File: config.mk
export PLATFORM = sky130hd
export DESIGN_NAME = axi_burst_master_flat
export DESIGN_NICKNAME = d
export VERILOG_FILES = /design/src/rtl/axi_burst_master_if.sv /design/src/rtl/axi_burst_master.sv /design/src/flat_wrapper.sv
export SDC_FILE = /design/constraint.sdc
export NUM_CORES = 1
export LEC_CHECK = 0
export ABC_AREA = 1
export BUFFER_PORTS_ARGS = -buffer_cell sky130_fd_sc_hd__buf_2
export CAP_MARGIN = 30
export CORE_MARGIN = 1.5
export CORE_UTILIZATION = 47
export DETAILED_ROUTE_END_ITERATION = 10
export PLACE_DENSITY = 0.77
export SYNTH_ARGS = -nofsm -noshare
export SYNTH_HDL_FRONTEND = slang
export SYNTH_SLANG_ARGS = --single-unit
File: constraint.sdc
create_clock -name clk -period 2.4 [get_ports clk]
set_clock_uncertainty 0.2 [all_clocks]
set_input_delay 0.48 -clock clk [delete_from_list [all_inputs] [get_ports clk]]
set_output_delay 0.48 -clock clk [all_outputs]
set_load 0.05 [all_outputs]
File: src/rtl/axi_burst_master_if.sv
// AXI-style burst bus between axi_burst_master and a slave: AR/R read and AW/W/B write channels.
interface axi_burst_master_if #(
  parameter int unsigned ADDR_W = 8,
  parameter int unsigned DATA_W = 8,
  parameter int unsigned ID_W   = 4,
  parameter int unsigned LEN_W  = 4,
  parameter int unsigned RESP_W = 2
) ();

  logic              ARVALID;
  logic              ARREADY;
  logic [ADDR_W-1:0] ARADDR;
  logic [LEN_W-1:0]  ARLEN;
  logic [ID_W-1:0]   ARID;

  logic              RVALID;
  logic              RREADY;
  logic [DATA_W-1:0] RDATA;
  logic [RESP_W-1:0] RRESP;
  logic              RLAST;
  logic [ID_W-1:0]   RID;

  logic              AWVALID;
  logic              AWREADY;
  logic [ADDR_W-1:0] AWADDR;
  logic [LEN_W-1:0]  AWLEN;
  logic [ID_W-1:0]   AWID;

  logic              WVALID;
  logic              WREADY;
  logic [DATA_W-1:0] WDATA;
  logic              WLAST;

  logic              BVALID;
  logic              BREADY;
  logic [RESP_W-1:0] BRESP;
  logic [ID_W-1:0]   BID;

  modport master (
    output ARVALID, ARADDR, ARLEN, ARID,
    input  ARREADY,
    input  RVALID, RDATA, RRESP, RLAST, RID,
    output RREADY,
    output AWVALID, AWADDR, AWLEN, AWID,
    input  AWREADY,
    output WVALID, WDATA, WLAST,
    input  WREADY,
    input  BVALID, BRESP, BID,
    output BREADY
  );

  modport slave (
    input  ARVALID, ARADDR, ARLEN, ARID,
    output ARREADY,
    output RVALID, RDATA, RRESP, RLAST, RID,
    input  RREADY,
    input  AWVALID, AWADDR, AWLEN, AWID,
    output AWREADY,
    input  WVALID, WDATA, WLAST,
    output WREADY,
    output BVALID, BRESP, BID,
    input  BREADY
  );

endinterface

File: src/rtl/axi_burst_master.sv
// Burst AXI master: independent read (AR/R) and write (AW/W/B) engines driven by a simple
// start/done command interface, with beat counting, WLAST generation and per-burst error flags.
module axi_burst_master #(
  parameter int unsigned ADDR_W = 8,
  parameter int unsigned DATA_W = 8,
  parameter int unsigned ID_W   = 4,
  parameter int unsigned LEN_W  = 4,
  parameter int unsigned RESP_W = 2
) (
  input  logic              clk,
  input  logic              rst,

  input  logic              rd_start,
  input  logic [ADDR_W-1:0] rd_addr,
  input  logic [LEN_W-1:0]  rd_len,
  input  logic [ID_W-1:0]   rd_id,
  output logic [DATA_W-1:0] rd_data,
  output logic              rd_data_valid,
  output logic              rd_busy,
  output logic              rd_done,
  output logic              rd_err,

  input  logic              wr_start,
  input  logic [ADDR_W-1:0] wr_addr,
  input  logic [LEN_W-1:0]  wr_len,
  input  logic [ID_W-1:0]   wr_id,
  input  logic [DATA_W-1:0] wr_data,
  input  logic              wr_data_valid,
  output logic              wr_data_ready,
  output logic              wr_busy,
  output logic              wr_done,
  output logic              wr_err,

  axi_burst_master_if.master axi
);

  localparam logic [1:0] R_IDLE = 2'd0;
  localparam logic [1:0] R_ADDR = 2'd1;
  localparam logic [1:0] R_DATA = 2'd2;

  localparam logic [1:0] W_IDLE = 2'd0;
  localparam logic [1:0] W_ADDR = 2'd1;
  localparam logic [1:0] W_DATA = 2'd2;
  localparam logic [1:0] W_RESP = 2'd3;

  localparam logic [LEN_W:0] CntOne = (LEN_W+1)'(1);

  // ---------------------------------------------------------------------------------------------
  // Read engine
  // ---------------------------------------------------------------------------------------------
  logic [1:0]        r_state_q, r_state_d;
  logic [ADDR_W-1:0] r_addr_q, r_addr_d;
  logic [LEN_W-1:0]  r_len_q, r_len_d;
  logic [ID_W-1:0]   r_id_q, r_id_d;
  logic [LEN_W:0]    r_cnt_q, r_cnt_d;
  logic              r_err_acc_q, r_err_acc_d;
  logic [DATA_W-1:0] rd_data_q, rd_data_d;
  logic              rd_data_valid_q, rd_data_valid_d;
  logic              rd_done_q, rd_done_d;
  logic              rd_err_q, rd_err_d;
  logic              r_last;
  logic              r_beat_err;

  // Burst length is authoritative; RLAST only feeds the error check.
  assign r_last     = (r_cnt_q == {1'b0, r_len_q});
  assign r_beat_err = (axi.RRESP != '0) || (axi.RID != r_id_q) || (axi.RLAST != r_last);

  always_comb begin
    r_state_d       = r_state_q;
    r_addr_d        = r_addr_q;
    r_len_d         = r_len_q;
    r_id_d          = r_id_q;
    r_cnt_d         = r_cnt_q;
    r_err_acc_d     = r_err_acc_q;
    rd_data_d       = rd_data_q;
    rd_data_valid_d = 1'b0;
    rd_done_d       = 1'b0;
    rd_err_d        = rd_err_q;
    unique case (r_state_q)
      R_IDLE: begin
        if (rd_start) begin
          r_addr_d    = rd_addr;
          r_len_d     = rd_len;
          r_id_d      = rd_id;
          r_cnt_d     = '0;
          r_err_acc_d = 1'b0;
          rd_err_d    = 1'b0;
          r_state_d   = R_ADDR;
        end
      end
      R_ADDR: begin
        if (axi.ARREADY) r_state_d = R_DATA;
      end
      R_DATA: begin
        if (axi.RVALID) begin
          rd_data_d       = axi.RDATA;
          rd_data_valid_d = 1'b1;
          r_cnt_d         = r_cnt_q + CntOne;
          r_err_acc_d     = r_err_acc_q | r_beat_err;
          if (r_last) begin
            rd_done_d = 1'b1;
            rd_err_d  = r_err_acc_q | r_beat_err;
            r_state_d = R_IDLE;
          end
        end
      end
      default: r_state_d = R_IDLE;
    endcase
  end

  always_ff @(posedge clk) begin
    if (rst) begin
      r_state_q       <= R_IDLE;
      r_addr_q        <= '0;
      r_len_q         <= '0;
      r_id_q          <= '0;
      r_cnt_q         <= '0;
      r_err_acc_q     <= 1'b0;
      rd_data_q       <= '0;
      rd_data_valid_q <= 1'b0;
      rd_done_q       <= 1'b0;
      rd_err_q        <= 1'b0;
    end else begin
      r_state_q       <= r_state_d;
      r_addr_q        <= r_addr_d;
      r_len_q         <= r_len_d;
      r_id_q          <= r_id_d;
      r_cnt_q         <= r_cnt_d;
      r_err_acc_q     <= r_err_acc_d;
      rd_data_q       <= rd_data_d;
      rd_data_valid_q <= rd_data_valid_d;
      rd_done_q       <= rd_done_d;
      rd_err_q        <= rd_err_d;
    end
  end

  assign axi.ARVALID   = (r_state_q == R_ADDR);
  assign axi.ARADDR    = r_addr_q;
  assign axi.ARLEN     = r_len_q;
  assign axi.ARID      = r_id_q;
  assign axi.RREADY    = (r_state_q == R_DATA);
  assign rd_data       = rd_data_q;
  assign rd_data_valid = rd_data_valid_q;
  assign rd_busy       = (r_state_q != R_IDLE);
  assign rd_done       = rd_done_q;
  assign rd_err        = rd_err_q;

  // ---------------------------------------------------------------------------------------------
  // Write engine
  // ---------------------------------------------------------------------------------------------
  logic [1:0]        w_state_q, w_state_d;
  logic [ADDR_W-1:0] w_addr_q, w_addr_d;
  logic [LEN_W-1:0]  w_len_q, w_len_d;
  logic [ID_W-1:0]   w_id_q, w_id_d;
  logic [LEN_W:0]    w_loaded_q, w_loaded_d;
  logic              wvalid_q, wvalid_d;
  logic [DATA_W-1:0] wdata_q, wdata_d;
  logic              wlast_q, wlast_d;
  logic              wr_done_q, wr_done_d;
  logic              wr_err_q, wr_err_d;
  logic              w_load;
  logic              w_hs;

  // The output stage can take a new beat when empty or draining this cycle.
  assign wr_data_ready = (w_state_q == W_DATA) && (w_loaded_q <= {1'b0, w_len_q}) &&
                         (!wvalid_q || axi.WREADY);
  assign w_load        = wr_data_valid && wr_data_ready;
  assign w_hs          = wvalid_q && axi.WREADY;

  always_comb begin
    w_state_d  = w_state_q;
    w_addr_d   = w_addr_q;
    w_len_d    = w_len_q;
    w_id_d     = w_id_q;
    w_loaded_d = w_loaded_q;
    wvalid_d   = wvalid_q;
    wdata_d    = wdata_q;
    wlast_d    = wlast_q;
    wr_done_d  = 1'b0;
    wr_err_d   = wr_err_q;
    unique case (w_state_q)
      W_IDLE: begin
        if (wr_start) begin
          w_addr_d   = wr_addr;
          w_len_d    = wr_len;
          w_id_d     = wr_id;
          w_loaded_d = '0;
          wr_err_d   = 1'b0;
          w_state_d  = W_ADDR;
        end
      end
      W_ADDR: begin
        if (axi.AWREADY) w_state_d = W_DATA;
      end
      W_DATA: begin
        if (w_load) begin
          wvalid_d   = 1'b1;
          wdata_d    = wr_data;
          wlast_d    = (w_loaded_q == {1'b0, w_len_q});
          w_loaded_d = w_loaded_q + CntOne;
        end else if (w_hs) begin
          wvalid_d = 1'b0;
          wlast_d  = 1'b0;
        end
        if (w_hs && wlast_q) w_state_d = W_RESP;
      end
      W_RESP: begin
        if (axi.BVALID) begin
          wr_done_d = 1'b1;
          wr_err_d  = (axi.BRESP != '0) || (axi.BID != w_id_q);
          w_state_d = W_IDLE;
        end
      end
      default: w_state_d = W_IDLE;
    endcase
  end

  always_ff @(posedge clk) begin
    if (rst) begin
      w_state_q  <= W_IDLE;
      w_addr_q   <= '0;
      w_len_q    <= '0;
      w_id_q     <= '0;
      w_loaded_q <= '0;
      wvalid_q   <= 1'b0;
      wdata_q    <= '0;
      wlast_q    <= 1'b0;
      wr_done_q  <= 1'b0;
      wr_err_q   <= 1'b0;
    end else begin
      w_state_q  <= w_state_d;
      w_addr_q   <= w_addr_d;
      w_len_q    <= w_len_d;
      w_id_q     <= w_id_d;
      w_loaded_q <= w_loaded_d;
      wvalid_q   <= wvalid_d;
      wdata_q    <= wdata_d;
      wlast_q    <= wlast_d;
      wr_done_q  <= wr_done_d;
      wr_err_q   <= wr_err_d;
    end
  end

  assign axi.AWVALID = (w_state_q == W_ADDR);
  assign axi.AWADDR  = w_addr_q;
  assign axi.AWLEN   = w_len_q;
  assign axi.AWID    = w_id_q;
  assign axi.WVALID  = wvalid_q;
  assign axi.WDATA   = wdata_q;
  assign axi.WLAST   = wlast_q;
  assign axi.BREADY  = (w_state_q == W_RESP);
  assign wr_busy     = (w_state_q != W_IDLE);
  assign wr_done     = wr_done_q;
  assign wr_err      = wr_err_q;

endmodule

File: src/flat_wrapper.sv
// flat-port wrapper written by rule: the top's interface ports become plain ports
module axi_burst_master_flat 
#(
  parameter int unsigned ADDR_W = 8,
  parameter int unsigned DATA_W = 8,
  parameter int unsigned ID_W   = 4,
  parameter int unsigned LEN_W  = 4,
  parameter int unsigned RESP_W = 2
)
  (clk, rst, rd_start, rd_addr, rd_len, rd_id, rd_data, rd_data_valid, rd_busy, rd_done, rd_err, wr_start, wr_addr, wr_len, wr_id, wr_data, wr_data_valid, wr_data_ready, wr_busy, wr_done, wr_err, axi_ARVALID, axi_ARADDR, axi_ARLEN, axi_ARID, axi_ARREADY, axi_RVALID, axi_RDATA, axi_RRESP, axi_RLAST, axi_RID, axi_RREADY, axi_AWVALID, axi_AWADDR, axi_AWLEN, axi_AWID, axi_AWREADY, axi_WVALID, axi_WDATA, axi_WLAST, axi_WREADY, axi_BVALID, axi_BRESP, axi_BID, axi_BREADY);
  axi_burst_master_if #(.ADDR_W(ADDR_W), .DATA_W(DATA_W), .ID_W(ID_W), .LEN_W(LEN_W), .RESP_W(RESP_W)) axi_i ();
  input  logic clk;
  input  logic rst;
  input  logic rd_start;
  input  logic [ADDR_W-1:0] rd_addr;
  input  logic [LEN_W-1:0] rd_len;
  input  logic [ID_W-1:0] rd_id;
  output logic [DATA_W-1:0] rd_data;
  output logic rd_data_valid;
  output logic rd_busy;
  output logic rd_done;
  output logic rd_err;
  input  logic wr_start;
  input  logic [ADDR_W-1:0] wr_addr;
  input  logic [LEN_W-1:0] wr_len;
  input  logic [ID_W-1:0] wr_id;
  input  logic [DATA_W-1:0] wr_data;
  input  logic wr_data_valid;
  output logic wr_data_ready;
  output logic wr_busy;
  output logic wr_done;
  output logic wr_err;
  output wire logic [$bits(axi_i.ARVALID)-1:0] axi_ARVALID;
  output wire logic [$bits(axi_i.ARADDR)-1:0] axi_ARADDR;
  output wire logic [$bits(axi_i.ARLEN)-1:0] axi_ARLEN;
  output wire logic [$bits(axi_i.ARID)-1:0] axi_ARID;
  input wire logic [$bits(axi_i.ARREADY)-1:0] axi_ARREADY;
  input wire logic [$bits(axi_i.RVALID)-1:0] axi_RVALID;
  input wire logic [$bits(axi_i.RDATA)-1:0] axi_RDATA;
  input wire logic [$bits(axi_i.RRESP)-1:0] axi_RRESP;
  input wire logic [$bits(axi_i.RLAST)-1:0] axi_RLAST;
  input wire logic [$bits(axi_i.RID)-1:0] axi_RID;
  output wire logic [$bits(axi_i.RREADY)-1:0] axi_RREADY;
  output wire logic [$bits(axi_i.AWVALID)-1:0] axi_AWVALID;
  output wire logic [$bits(axi_i.AWADDR)-1:0] axi_AWADDR;
  output wire logic [$bits(axi_i.AWLEN)-1:0] axi_AWLEN;
  output wire logic [$bits(axi_i.AWID)-1:0] axi_AWID;
  input wire logic [$bits(axi_i.AWREADY)-1:0] axi_AWREADY;
  output wire logic [$bits(axi_i.WVALID)-1:0] axi_WVALID;
  output wire logic [$bits(axi_i.WDATA)-1:0] axi_WDATA;
  output wire logic [$bits(axi_i.WLAST)-1:0] axi_WLAST;
  input wire logic [$bits(axi_i.WREADY)-1:0] axi_WREADY;
  input wire logic [$bits(axi_i.BVALID)-1:0] axi_BVALID;
  input wire logic [$bits(axi_i.BRESP)-1:0] axi_BRESP;
  input wire logic [$bits(axi_i.BID)-1:0] axi_BID;
  output wire logic [$bits(axi_i.BREADY)-1:0] axi_BREADY;
  assign axi_ARVALID = axi_i.ARVALID;
  assign axi_ARADDR = axi_i.ARADDR;
  assign axi_ARLEN = axi_i.ARLEN;
  assign axi_ARID = axi_i.ARID;
  assign axi_i.ARREADY = axi_ARREADY;
  assign axi_i.RVALID = axi_RVALID;
  assign axi_i.RDATA = axi_RDATA;
  assign axi_i.RRESP = axi_RRESP;
  assign axi_i.RLAST = axi_RLAST;
  assign axi_i.RID = axi_RID;
  assign axi_RREADY = axi_i.RREADY;
  assign axi_AWVALID = axi_i.AWVALID;
  assign axi_AWADDR = axi_i.AWADDR;
  assign axi_AWLEN = axi_i.AWLEN;
  assign axi_AWID = axi_i.AWID;
  assign axi_i.AWREADY = axi_AWREADY;
  assign axi_WVALID = axi_i.WVALID;
  assign axi_WDATA = axi_i.WDATA;
  assign axi_WLAST = axi_i.WLAST;
  assign axi_i.WREADY = axi_WREADY;
  assign axi_i.BVALID = axi_BVALID;
  assign axi_i.BRESP = axi_BRESP;
  assign axi_i.BID = axi_BID;
  assign axi_BREADY = axi_i.BREADY;
  axi_burst_master #(.ADDR_W(ADDR_W), .DATA_W(DATA_W), .ID_W(ID_W), .LEN_W(LEN_W), .RESP_W(RESP_W)) u_core (.clk(clk), .rst(rst), .rd_start(rd_start), .rd_addr(rd_addr), .rd_len(rd_len), .rd_id(rd_id), .rd_data(rd_data), .rd_data_valid(rd_data_valid), .rd_busy(rd_busy), .rd_done(rd_done), .rd_err(rd_err), .wr_start(wr_start), .wr_addr(wr_addr), .wr_len(wr_len), .wr_id(wr_id), .wr_data(wr_data), .wr_data_valid(wr_data_valid), .wr_data_ready(wr_data_ready), .wr_busy(wr_busy), .wr_done(wr_done), .wr_err(wr_err), .axi(axi_i));
endmodule
==> impl_metrics.ini, run 1 <==
[finish]
postLayoutCoreUtil_pct = 63.37
diodes = 0
nets = 627
area_growth_pct = 30.73
drive_gt1_share_pct = 32.60
fin_area_sq_mm = 0.004024
layout.cells.non_filler = 626

[floorplan]
io_pins = 133
rows = 29
die_w_microns = 83.93
dieHeight_microns = 83.93
initial_core_util_pct = 48.47
dieArea_sq_mm = 0.007043
core_area_sq_mm = 0.006350

[setup_path]
cpPeakStageDelay_ns = 0.33
worstPathArrival_ns = 1.67
crit_type = flop to primary output
crit_top_cell = inv_1
path_cells = inv_1, ha_1, nand2_1, inv_1, nand3_1, nand3_2, a21boi_4, buf_6
worstSetupStartpointType = flop
endpoint_kind = primary output
cp_max_fo = 2
required_ns = 1.72
crit_slowest_cell = dfxtp_2

[route]
route.detailed.drc = 0
totalWireLength_microns = 7307
first_pass_iters = 4
wl_met1_microns = 3206
wl_per_cell_microns = 11.67
top_layer = met4
dr_wl_met2_microns = 3581
ant_nets = 0
vias_per_cell = 4.851
wl_met3_microns = 398
drt_iter0_drc = 91
vias = 3037

[outcome]
outcome = finished clean

[logic_synthesis]
yosys_warnings = 0
synth_area_sq_mm = 0.003078
synth.largest_area_cell = dfxtp_1
synthArstFlopShare_pct = 0
synth_ff_type = dfxtp_1
syn_nets = 494
synth_cells = 413
ys_types = 32
synth_common_cells = 70 x dfxtp_1, 70 x nand2_1, 69 x nor2_1
syn_area_per_cell_sq_um = 7.453
synth-seq-cells = 70
seq_area_frac_synth_pct = 45.53
synthTopCellsByArea = dfxtp_1 46%, nand2_1 8.5%, nor2_1 8.4%
yosys.area.top_type_share_pct = 45.53
synth_edf_count = 0

[timing]
max_slew_margin_pct = 71.51
setup_viol = 0
fin_crit_ns = 2.346
layout_setup_ws_ns = 0.05437
tns_ns = 0
hold_ws_ns = 0.1937
max_freq_mhz = 426.3
post-route-period-util_pct = 97.73
slew_violations = 0
tightest_slew_ns = 0.4258
timing_hold_violations_final = 0

[grt]
grt_antenna_before_repair = 0
grt_max_degree = 28
overflow = 0
grt_pass1_vias = 2890
grt_usage_pct = 21.45
grt_pass1_wl_microns = 12500

[pwr]
ir_drop_uv = 593.6
power.total_mw = 4.061
power.density_mw_per_mm2 = 1009
leakagePower_nw = 1.965

[cts]
cts.htree.levels = 3
clkLatencyLatePin_ns = 0.33
cts_buffers = 9
cts_tree = yes
cts.clk_slew.worst_paths_ns = 0.07
cts.sinks = 70
holdBufCountCts = 0
clk_path_buf_depth = 2
cts_root_buf = clkbuf_8

[flow_run]
maxCapViolCount = 0

[placed_design]
post-place-cells = 610
io_buffers = 132
place_area_sq_mm = 0.003805
hpwl_microns = 5422
dp_slack_ns = 0.2613
gp_congestion = 0.8116

[worst_hold_path]
hold_class = input port to flop
==> kinds of logic (layout without fill, tap and decap cells) <==
logic type,Yosys count,in the layout,share of synthesized area (%)
compound gates,91,91,15.61
xor+xnor,8,8,2.277
fa+ha+maj,10,10,4.065
buf+inv,57,193,7.317
flops,70,70,45.53
simple gates,177,177,25.20
==> worst paths after layout <==
check | start | to | slack, ns | depth (start not counted)
max | u_core.axi.AWLEN[2]$_SDFFE_PP0P_ | wr_data_ready | 0.05 | 8
min | wr_data[0] | u_core.axi.WDATA[0]$_SDFFE_PP0P_ | 0.19 | 3
max reg2reg | u_core.axi.AWLEN[2]$_SDFFE_PP0P_ | u_core.w_loaded_q[4]$_SDFFE_PP0P_ | 0.28 | 13
min reg2reg | u_core.rd_data[2]$_SDFFE_PP0P_ | u_core.rd_data[2]$_SDFFE_PP0P_ | 0.26 | 2
==> cells in the final DEF (no fill, tap or decap), types with 6 or more instances in the layout <==
master      n
buf_2     131
buf_4       6
nand2_1    70
nand3_1    12
inv_2       6
clkbuf_8   12
o21ai_0    42
inv_1      34
a21oi_1    42
nor3_1      6
dfxtp_1    69
nor2_1     69
ha_1        9
==> critical path: cells and delay by family, from the launching register on <==
kind | cells | cell delay [ns]
AO/OA/AOI/OAI | 1 | 0.16
adder cells (fa/ha/maj) | 1 | 0.30
buffers and inverters | 3 | 0.28
flip-flops | 1 | 0.33
AND/OR/NAND/NOR | 3 | 0.26
==> final cells by class <==
type,instances,area [sq um]
multi-input cells,286,1485
clock inverters,1,5.005
well taps,77,96.34
flip-flops and latches,70,1403
repair buffers,138,711.9
inverters,41,153.9
clock buffers,13,168.9
fillers,605,2326
==> what timing repair did <==
action / 4_1_cts / 5_1_grt
buffers inserted: 0 / 2
resized for setup: 2 / 6
setup endpoints to repair: 1 / 1
pin swaps: 0 / 2
==> power breakdown <==
| part | internal (mW) | total, mW | leakage [nW] | switching [mW] |
|---|---|---|---|---|
| combinational | 0.515 | 1.76 | 1.30 | 1.24 |
| sequential | 1.34 | 1.46 | 0.574 | 0.123 |
| clock | 0.448 | 0.843 | 0.0914 | 0.395 |
| total | 2.30 | 4.06 | 1.96 | 1.76 |
==> state kept, by name, summed over array words and instances (netlist names), 2 cells and up <==
register,count
u_core.axi.ARADDR,8
u_core.axi.ARID,4
u_core.axi.ARLEN,4
u_core.axi.AWADDR,8
u_core.axi.AWID,4
u_core.axi.AWLEN,4
u_core.axi.WDATA,8
u_core.r_cnt_q,5
u_core.r_state_q,2
u_core.rd_data,8
u_core.w_loaded_q,5
u_core.w_state_q,2
==> per-layer routing <==
metal / up-vias / track usage, %
li1: 1588 / -
met1: 1340 / 25.34
met2: 94 / 37.98
met3: 15 / 5.539
met4: 0 / 6.706
met5: - / 0
Power figures use the tool's default switching activity.
==> run 2: changes to the inputs <==
==> constraint.sdc (replaced) <==
create_clock -name clk -period 2.4 [get_ports clk]
set_clock_uncertainty 0.2 [all_clocks]
set_input_delay 0.12 -clock clk [delete_from_list [all_inputs] [get_ports clk]]
set_output_delay 0.12 -clock clk [all_outputs]
set_load 0.05 [all_outputs]
==> impl_metrics.ini, run 2 (synthesis gave the netlist of run 1 again) <==
[outcome]
outcome = finished clean

[cts]
clk_path_buf_depth = 2
cts.clk_slew.worst_paths_ns = 0.08
cts_root_buf = clkbuf_8
cts_buffers = 9
cts.htree.levels = 3
ctsResizeCount = 0
cts.sinks = 70
clkLatencyLatePin_ns = 0.35
cts_tree = yes

[floorplan]
rows = 29
die_w_microns = 83.93
dieArea_sq_mm = 0.007043
core_area_sq_mm = 0.006350
initial_core_util_pct = 48.47
dieHeight_microns = 83.93
io_pins = 133

[grt]
met2_usage_pct = 42.96
grt_pass1_vias = 3180
grt_usage_pct = 25.28
grt_pass1_wl_microns = 14250
busiest_layer = met2
grt_antenna_before_repair = 0
overflow = 0
gr-usage-met1_pct = 30.00
use_met3_pct = 5.836
grt_max_degree = 28

[setup_path]
required_ns = 2.45
cp-startpoint = u_core.w_state_q[0]$_SDFFE_PP0P_
crit_type = flop to flop
worstSetupStartpointType = flop
worstPathArrival_ns = 2.25
cp_max_fo = 16
endpoint_kind = flop
r2r-start = u_core.w_state_q[0]$_SDFFE_PP0P_

[timing]
layout_setup_ws_ns = 0.1999
tns_ns = 0
tightest_slew_ns = 0.5398
rsz0062_at_grt = false
setup_viol = 0
timing_hold_violations_final = 0
fin_crit_ns = 2.200
max_slew_margin_pct = 63.97
slew_violations = 0
max_freq_mhz = 454.5
post-route-period-util_pct = 91.67

[finish]
final_cell_mix = 132 x buf_2, 70 x nand2_1, 70 x dfxtp_1
drive_gt1_share_pct = 28.01
nets = 690
final_common_cell = buf_2
area_growth_pct = 49.84
diodes = 0

[worst_hold_path]
hp-start = axi_BRESP[0]
hold_class = input port to flop

[placed_design]
hpwl_microns = 5411
gp_congestion = 0.8283
dp_slack_ns = 0.4477
io_buffers = 132

[route]
wl_per_cell_microns = 12.32
totalWireLength_microns = 8511
ant_nets = 0
drt_iter0_drc = 116
first_pass_iters = 4
vias_per_cell = 4.821
route.detailed.drc = 0
vias = 3331

[flow_run]
maxCapViolCount = 0

[pwr]
leakagePower_nw = 2.243
power.density_mw_per_mm2 = 879.7
ir_drop_uv = 783.2
-- run 2: changes by cell type in the layout (fill, tap and decap cells not counted), sizes merged --
cell and change:
clkbuf -1, clkinv +2, clkinvlp +1, dlygate4sd3 +65, buf -2
-- run 2: routing by layer --
metal  vias up  wire length (microns)  share of wire [%]
met5         -                      0                  0
met4         0                    247                2.9
met3        23                    496                5.8
met2       119                   4239                 50
met1      1470                   3529                 41
li1       1719                      -                  -
-- run 2: per-stage QoR --
step	hold WS, ns	cell area [sq um]	power, mW	std cells	util (%)
final	0.02683	4612	4.057	691	72.63
after global routing	0.03994	4612	4.305	691	72.63
after detailed placement	0.1751	3786	3.136	609	59.63
after global placement	0.1659	3786	3.083	609	59.63
after CTS	0.02561	4604	4.055	690	72.51
after floorplan	0.04274	3078	2.762	413	-
-- run 2: worst max-delay path, cell delays in order (launching register included) --
cell           delay, ns
dfxtp_1             0.33
inv_1               0.11
ha_1                0.25
nand2_1             0.19
buf_4               0.23
o21ai_0             0.18
a21oi_1             0.05
dlygate4sd3_1       0.55
-- run 2: final timing paths --
path / slack, ns / cells past startpoint / endpoint
worst max-delay path: 0.20 / 7 / u_core.axi.AWLEN[3]$_SDFFE_PP0P_
worst min-delay path: 0.03 / 5 / u_core.wr_err$_SDFFE_PP0P_
worst max register to register: 0.20 / 7 / u_core.axi.AWLEN[3]$_SDFFE_PP0P_
worst min register to register: 0.26 / 2 / u_core.axi.WDATA[6]$_SDFFE_PP0P_
-- run 2: power by group --
part | leakage (nW) | internal (mW) | total [mW] | switching [mW]
clock | 0.0861 | 0.399 | 0.836 | 0.437
combinational | 1.58 | 0.534 | 1.76 | 1.23
sequential | 0.574 | 1.34 | 1.46 | 0.123
total | 2.24 | 2.27 | 4.06 | 1.79
-- run 2: repair_timing --
action | CTS | global route
hold endpoints to repair | 59 | 0
setup buffers | 0 | 1
setup endpoints to repair | 0 | 1
hold buffers | 65 | 0
-- run 2: cell type report --
cell class / instances / area [sq um]
Fill cell: 514 / 1738
Multi-Input combinational cell: 286 / 1451
Sequential cell: 70 / 1401
Timing Repair Buffer: 201 / 1341
Inverter: 41 / 153.9
Clock buffer: 12 / 145.1
Tap cell: 77 / 96.34
Clock inverter: 4 / 22.52
